[config.mk]
export PLATFORM = sky130hd
export DESIGN_NAME = store_format_r0
export DESIGN_NICKNAME = d
export VERILOG_FILES = /design/src/rtl/store_format_r0_pkg.sv /design/src/rtl/store_lane_gen_r0.sv /design/src/rtl/store_format_r0.sv
export SDC_FILE = /design/constraint.sdc
export NUM_CORES = 1
export LEC_CHECK = 0
export ABC_AREA = 1
export CAP_MARGIN = 20
export CORE_AREA = 2 2 124 126
export DETAILED_ROUTE_END_ITERATION = 12
export DIE_AREA = 0 0 126 128
export PLACE_DENSITY = 0.75
export SYNTH_ARGS = -nofsm -noshare
export SYNTH_HDL_FRONTEND = slang
export SYNTH_SLANG_ARGS = --single-unit
[constraint.sdc]
create_clock -name clk -period 1.7 [get_ports clk]
set_clock_uncertainty 0.15 [all_clocks]
set_input_delay 0.34 -clock clk [delete_from_list [all_inputs] [get_ports clk]]
set_output_delay 0.34 -clock clk [all_outputs]
set_load 0.05 [all_outputs]
[src/rtl/store_format_r0_pkg.sv]
// ---------------------------------------------------------------------------
// store_format_r0_pkg
// Shared definitions for the store formatting path. The load-side sign_extend
// path uses the same size encodings.
//   DATA_W / BE_W : fixed data path and byte-enable widths
//   size_e        : access size encoding (byte, half, word, illegal)
//   isBadAccess   : misalignment / illegal-size test for a size and offset
//   mirrorBe      : swaps byte-enable lane order between the two endiannesses
// ---------------------------------------------------------------------------
package store_format_r0_pkg;

  localparam int DATA_W = 32;
  localparam int BE_W   = 4;

  typedef enum logic [1:0] {
    SIZE_BYTE = 2'b00,
    SIZE_HALF = 2'b01,
    SIZE_WORD = 2'b10,
    SIZE_ILL  = 2'b11
  } size_e;

  // A half must sit on an even byte and a word on a word boundary; the
  // reserved encoding is always an error.
  function automatic logic isBadAccess(input size_e size, input logic [1:0] offset);
    logic bad;
    case (size)
      SIZE_BYTE: bad = 1'b0;
      SIZE_HALF: bad = offset[0];
      SIZE_WORD: bad = |offset;
      default:   bad = 1'b1;
    endcase
    return bad;
  endfunction

  // Lane k of a little-endian view becomes lane 3-k in a big-endian view.
  function automatic logic [BE_W-1:0] mirrorBe(input logic [BE_W-1:0] be);
    return {be[0], be[1], be[2], be[3]};
  endfunction

endpackage

[src/rtl/store_lane_gen_r0.sv]
// ---------------------------------------------------------------------------
// store_lane_gen_r0
// Purely combinational lane replication and byte-enable generation for one
// store request.
//   addr_i : byte address            addr_o : word-aligned address
//   data_i : right-justified value   data_o : lane-replicated value
//   size_i : access size encoding    be_o   : byte enables, bit 3 = [31:24]
//                                    err_o  : misaligned or illegal size
// Parameter BIG_ENDIAN selects whether byte offset 0 maps to be[3] (1) or
// be[0] (0).
// ---------------------------------------------------------------------------
module store_lane_gen_r0
  import store_format_r0_pkg::*;
#(
  parameter int ADDR_WIDTH = 32,
  parameter bit BIG_ENDIAN = 1'b1
) (
  input  logic [ADDR_WIDTH-1:0] addr_i,
  input  logic [DATA_W-1:0]     data_i,
  input  logic [1:0]            size_i,
  output logic [ADDR_WIDTH-1:0] addr_o,
  output logic [DATA_W-1:0]     data_o,
  output logic [BE_W-1:0]       be_o,
  output logic                  err_o
);

  logic [BE_W-1:0] leBe;
  logic [DATA_W-1:0] narrowData;

  // Enables are first built with byte offset k on bit k, then mirrored for
  // big-endian. Erroneous requests keep their raw data and enable nothing.
  always_comb begin
    leBe       = '0;
    narrowData = data_i;
    case (size_e'(size_i))
      SIZE_BYTE: begin
        narrowData = {4{data_i[7:0]}};
        leBe       = 4'b0001 << addr_i[1:0];
      end
      SIZE_HALF: begin
        narrowData = {2{data_i[15:0]}};
        leBe       = addr_i[1] ? 4'b1100 : 4'b0011;
      end
      SIZE_WORD: begin
        leBe = 4'b1111;
      end
      default: begin
        leBe = '0;
      end
    endcase

    addr_o = {addr_i[ADDR_WIDTH-1:2], 2'b00};
    err_o  = isBadAccess(size_e'(size_i), addr_i[1:0]);
    if (err_o) begin
      data_o = data_i;
      be_o   = '0;
    end else begin
      data_o = narrowData;
      be_o   = BIG_ENDIAN ? mirrorBe(leBe) : leBe;
    end
  end

endmodule

[src/rtl/store_format_r0.sv]
// ---------------------------------------------------------------------------
// store_format_r0
// Formats store requests into word-aligned, lane-replicated writes with byte
// enables, through a main register backed by one skid register.
//   clk, rst              : clock, synchronous active-high reset
//   in_valid / in_ready   : request handshake (in_ready = skid empty)
//   in_addr/data/size     : byte address, right-justified data, size code
//   out_valid / out_ready : formatted-store handshake
//   out_addr/data/be/err  : aligned address, replicated data, enables, error
//   err_cnt               : saturating error count, only when the macro
//                           STORE_FORMAT_ERR_CNT_EN is defined
// ---------------------------------------------------------------------------
module store_format_r0
  import store_format_r0_pkg::*;
#(
  parameter int ADDR_WIDTH = 32,
  parameter bit BIG_ENDIAN = 1'b1
) (
  input  logic                  clk,
  input  logic                  rst,
  input  logic                  in_valid,
  output logic                  in_ready,
  input  logic [ADDR_WIDTH-1:0] in_addr,
  input  logic [DATA_W-1:0]     in_data,
  input  logic [1:0]            in_size,
  output logic                  out_valid,
  input  logic                  out_ready,
  output logic [ADDR_WIDTH-1:0] out_addr,
  output logic [DATA_W-1:0]     out_data,
  output logic [BE_W-1:0]       out_be,
  output logic                  out_err
`ifdef STORE_FORMAT_ERR_CNT_EN
  ,
  output logic [15:0]           err_cnt
`endif
);

  typedef struct packed {
    logic [ADDR_WIDTH-1:0] addr;
    logic [DATA_W-1:0]     data;
    logic [BE_W-1:0]       be;
    logic                  err;
  } entry_t;

  logic [ADDR_WIDTH-1:0] fmtAddr;
  logic [DATA_W-1:0]     fmtData;
  logic [BE_W-1:0]       fmtBe;
  logic                  fmtErr;
  entry_t                newEntry;

  logic   mainValid_q, mainValid_d;
  logic   skidValid_q, skidValid_d;
  entry_t mainEntry_q, mainEntry_d;
  entry_t skidEntry_q, skidEntry_d;

  logic accept;
  logic pop;

  store_lane_gen_r0 #(
    .ADDR_WIDTH(ADDR_WIDTH),
    .BIG_ENDIAN(BIG_ENDIAN)
  ) u_lane_gen (
    .addr_i(in_addr),
    .data_i(in_data),
    .size_i(in_size),
    .addr_o(fmtAddr),
    .data_o(fmtData),
    .be_o  (fmtBe),
    .err_o (fmtErr)
  );

  assign newEntry = '{addr: fmtAddr, data: fmtData, be: fmtBe, err: fmtErr};

  // in_ready comes straight from the skid flag, so out_ready never reaches it.
  assign in_ready = !skidValid_q;
  assign accept   = in_valid && in_ready;
  assign pop      = mainValid_q && out_ready;

  // Buffer steering. The skid can only be occupied while main is, so an
  // empty main implies an empty skid. When the skid is full in_ready is low,
  // which is why a skid-to-main move never coincides with an accept.
  always_comb begin
    mainValid_d = mainValid_q;
    skidValid_d = skidValid_q;
    mainEntry_d = mainEntry_q;
    skidEntry_d = skidEntry_q;

    if (!mainValid_q) begin
      if (accept) begin
        mainValid_d = 1'b1;
        mainEntry_d = newEntry;
      end
    end else if (pop) begin
      if (skidValid_q) begin
        mainEntry_d = skidEntry_q;
        skidValid_d = 1'b0;
      end else if (accept) begin
        mainEntry_d = newEntry;
      end else begin
        mainValid_d = 1'b0;
      end
    end else if (accept) begin
      skidValid_d = 1'b1;
      skidEntry_d = newEntry;
    end
  end

  // Reset also clears the payload so the outputs read as zero afterwards.
  always_ff @(posedge clk) begin
    if (rst) begin
      mainValid_q <= 1'b0;
      skidValid_q <= 1'b0;
      mainEntry_q <= '0;
      skidEntry_q <= '0;
    end else begin
      mainValid_q <= mainValid_d;
      skidValid_q <= skidValid_d;
      mainEntry_q <= mainEntry_d;
      skidEntry_q <= skidEntry_d;
    end
  end

  assign out_valid = mainValid_q;
  assign out_addr  = mainEntry_q.addr;
  assign out_data  = mainEntry_q.data;
  assign out_be    = mainEntry_q.be;
  assign out_err   = mainEntry_q.err;

`ifdef STORE_FORMAT_ERR_CNT_EN
  logic [15:0] errCnt_q, errCnt_d;

  // Counts erroneous requests at acceptance and sticks at all-ones.
  always_comb begin
    errCnt_d = errCnt_q;
    if (accept && fmtErr && (errCnt_q != 16'hFFFF)) begin
      errCnt_d = errCnt_q + 16'd1;
    end
  end

  always_ff @(posedge clk) begin
    if (rst) begin
      errCnt_q <= '0;
    end else begin
      errCnt_q <= errCnt_d;
    end
  end

  assign err_cnt = errCnt_q;
`endif

endmodule

==> results.toml <==
[routing]
ant_nets = 0
drt-initial-drc-count = 458
dr.pass1.iters = 5
vias = 6017
drt_drc_violations_left = 0
wirelength_um = 17860
routedWlPerCell_um = 15.86
avgViaCountPerCell = 5.344

[sta]
max_slew_margin_pct = 78.97
max_freq_mhz = 627.6
period_needed_ps = 1593
drv_slew = 0
worst_pin_slew_ps = 315.4
finalHoldViolCount = 0
setup_viol = 0
rsz0062_at_grt = "false"
post-route-period-util_pct = 93.73

[critical_path]
crit_fanout = 10
critPathTopFamily = "buffers and inverters"
reg2reg_depth = 8
startpoint = "in_size[1]"
r2r_end = "out_data[13]"
critPathMaxStageDelay_ps = 520
worstPathArrival_ps = 1740
start_kind = "primary input"
criticalPathCategory = "primary input to flop"
crit_required_ps = 1850
critPathSlowestCell = "clkdlybuf4s50_1"
timing.rr.start = "skidValid_q"
r2r_slack_ps = 120
end_kind = "flop"
crit_buf_inv = 4
crit_chain = "clkdlybuf4s50_1 -> inv_2 -> nand2_2 -> buf_6 -> clkinvlp_4 -> nand2_1 -> nand3_1 -> o21ai_0 -> a21oi_1"

[clocking]
cts-root-buf = "clkbuf_16"
cts_tree = "done"
cts_inserted_buffers = 17
htreeDepth = 4
insertion_delay_ps = 420
cts_num_sinks = 138
path_clk_slew_ps = 60
clockBufferDepth = 2

[synthesis]
seq_area_frac_synth_pct = 47.50
synth_area_um2 = 5816
synth_adder_area_share_pct = 0
synthCells = 768
syn-num-nets = 838
synth_cell_types = 23
synth_compound_area_share_pct = 26.31
async_flop_share_pct = 0
synth_top_family_by_area = "compound AO/OA/AOI/OAI gates"
synthMuxAreaShare_pct = 0
synthXorXnorAreaFrac_pct = 0
synth-edff-count = 0
synth_ff_type = "dfxtp_1"
yosys_register_bits = 138
syn_avg_cell_area_um2 = 7.572
yosys_warnings = 0
synthSimpleGateAreaFrac_pct = 17.88

[floorplan]
die_x_um = 126
core_area_um2 = 14860
io_pins = 141
rows = 45
die_y_um = 128
dieArea_um2 = 16130
initial_utilization_pct = 39.12

[placement]
gp_congestion = 0.8352
port_buffers = 140
place.detailed.hpwl_um = 12230
dp.cells = 1094
placed_area_um2 = 8413

[grt]
grt_pass1_wl_um = 29390
grt_pass1_vias = 5812
grt_usage_pct = 22.51
grt_max_degree = 66
antenna_found_initial = 0
grt_overflow = 0

[layout]
antenna_cells = 0
drive_gt1_share_pct = 19.83
nets = 995
finish.utilization_pct = 61.13
fin_cells = 1126
area_growth_pct = 56.24
multi_input_area_um2 = 2585
num-fill-cells = 1246
final-seq-area_um2 = 2764
fin_area_um2 = 9086

[worst_hold_path]
worstHoldStart = "out_addr[0]"
hold_depth = 2
min_to = "out_addr[0]"
min_path_type = "flop to flop"

[pwr]
p_per_area_nw_per_um2 = 1083
p_total_mw = 9.838
leakagePower_nw = 3.834
ir_worst_vdd_mv = 0.6722

[outcome]
status = "completed"

[job]
maxCapViolCount = 0
cells in the mapped netlist, types with 3 or more instances:
library cell    n  share of area, %
or2_2           4              0.43
inv_2           7              0.45
buf_2          17               1.5
a21oi_1        88               7.6
a31oi_1        17               1.8
o21ai_1        38               3.3
o211ai_1        8               1.0
nand2_1       108               7.0
buf_6           9               1.7
nand3_1        41               3.5
inv_1          28               1.8
buf_4           8               1.0
nand2_2         3              0.32
o21ai_0        99               8.5
clkbuf_1       27               1.7
nor2_1         84               5.4
dfxtp_1       138                48
o22ai_1        38               4.1
area by class of cell:
class	count	area share, %
timing repair buffer	200	29.99
tap	188	2.589
multi-input combinational	533	28.45
clock inverter	13	2.189
clock buffer	19	4.875
inverter	35	1.487
sequential	138	30.42
power breakdown:
group	total, mW	internal (mW)	switching, mW
logic	2.17	1.02	1.15
clock network	4.01	2.63	1.38
registers	3.66	3.45	0.207
total	9.84	7.10	2.73
cells by family after synthesis:
logic type             after synthesis
AO/OA/AOI/OAI                      288
AND/OR/NAND/NOR                    245
flip-flops                         138
buffers and inverters               97
timing repair:
| item | 4_1_cts | 5_1_grt |
|---|---|---|
| resized for setup | 1 | 10 |
| hold buffers | 0 | 0 |
| setup endpoints to repair | 17 | 38 |
| setup buffers | 0 | 0 |
layout by cell type (no fill, tap or decap), types with 4 or more instances in the layout:
cell,netlist,final
or2_2,4,4
clkbuf_16,0,17
nand2_1,108,105
buf_4,8,46
o22ai_1,38,38
buf_12,0,83
dfxtp_1,138,137
o211ai_1,8,8
nor2_1,84,83
nand3_1,41,41
nand2_2,3,6
a31oi_1,17,17
o21ai_1,38,39
a21oi_1,88,88
clkdlybuf4s50_1,0,67
o21ai_0,99,98
inv_2,7,7
inv_1,28,27
bufinv_16,0,5
clkinv_2,0,5
flip-flops by register name, indices dropped and copies added (netlist names):
register / flops
out_be: 4
skidEntry_q: 67
out_valid: 1
out_data: 32
out_err: 1
out_addr: 32
skidValid_q: 1
stage by stage:
stage	hold WS, ps	setup WS, ps	TNS (ps)
2_1_floorplan	308.1	154.3	0
3_3_place_gp	316.9	-445.7	-31520
3_5_place_dp	321.5	-497.2	-33340
4_1_cts	330.3	47.63	0
5_1_grt	358.7	0.8206	0
6_report	329.1	106.6	0
how the worst max path moves through the flow:
| stage | slack, ps | to | cells after the start |
|---|---|---|---|
| after detailed placement | -500 | out_data[11] | 9 |
| after CTS | 50 | out_be[2] | 9 |
| after global routing | 0.8 | out_data[23] | 9 |
| after floorplan | 150 | skidEntry_q[10] | 7 |
| after global placement | -450 | out_data[27] | 9 |
| final | 110 | out_data[20] | 9 |
worst min-delay path, delay by kind of cell (launching register included):
kind / cells / cell delay (ps)
flip-flops: 1 / 330
AND/OR/NAND/NOR: 2 / 110
layer usage:
layer  GRT usage (%)  wire [um]
met1           29.76       7866
met2           34.91       8089
met3           6.093       1411
met4           9.308        493
met5               0          0
(Power assumes the default switching activity.)
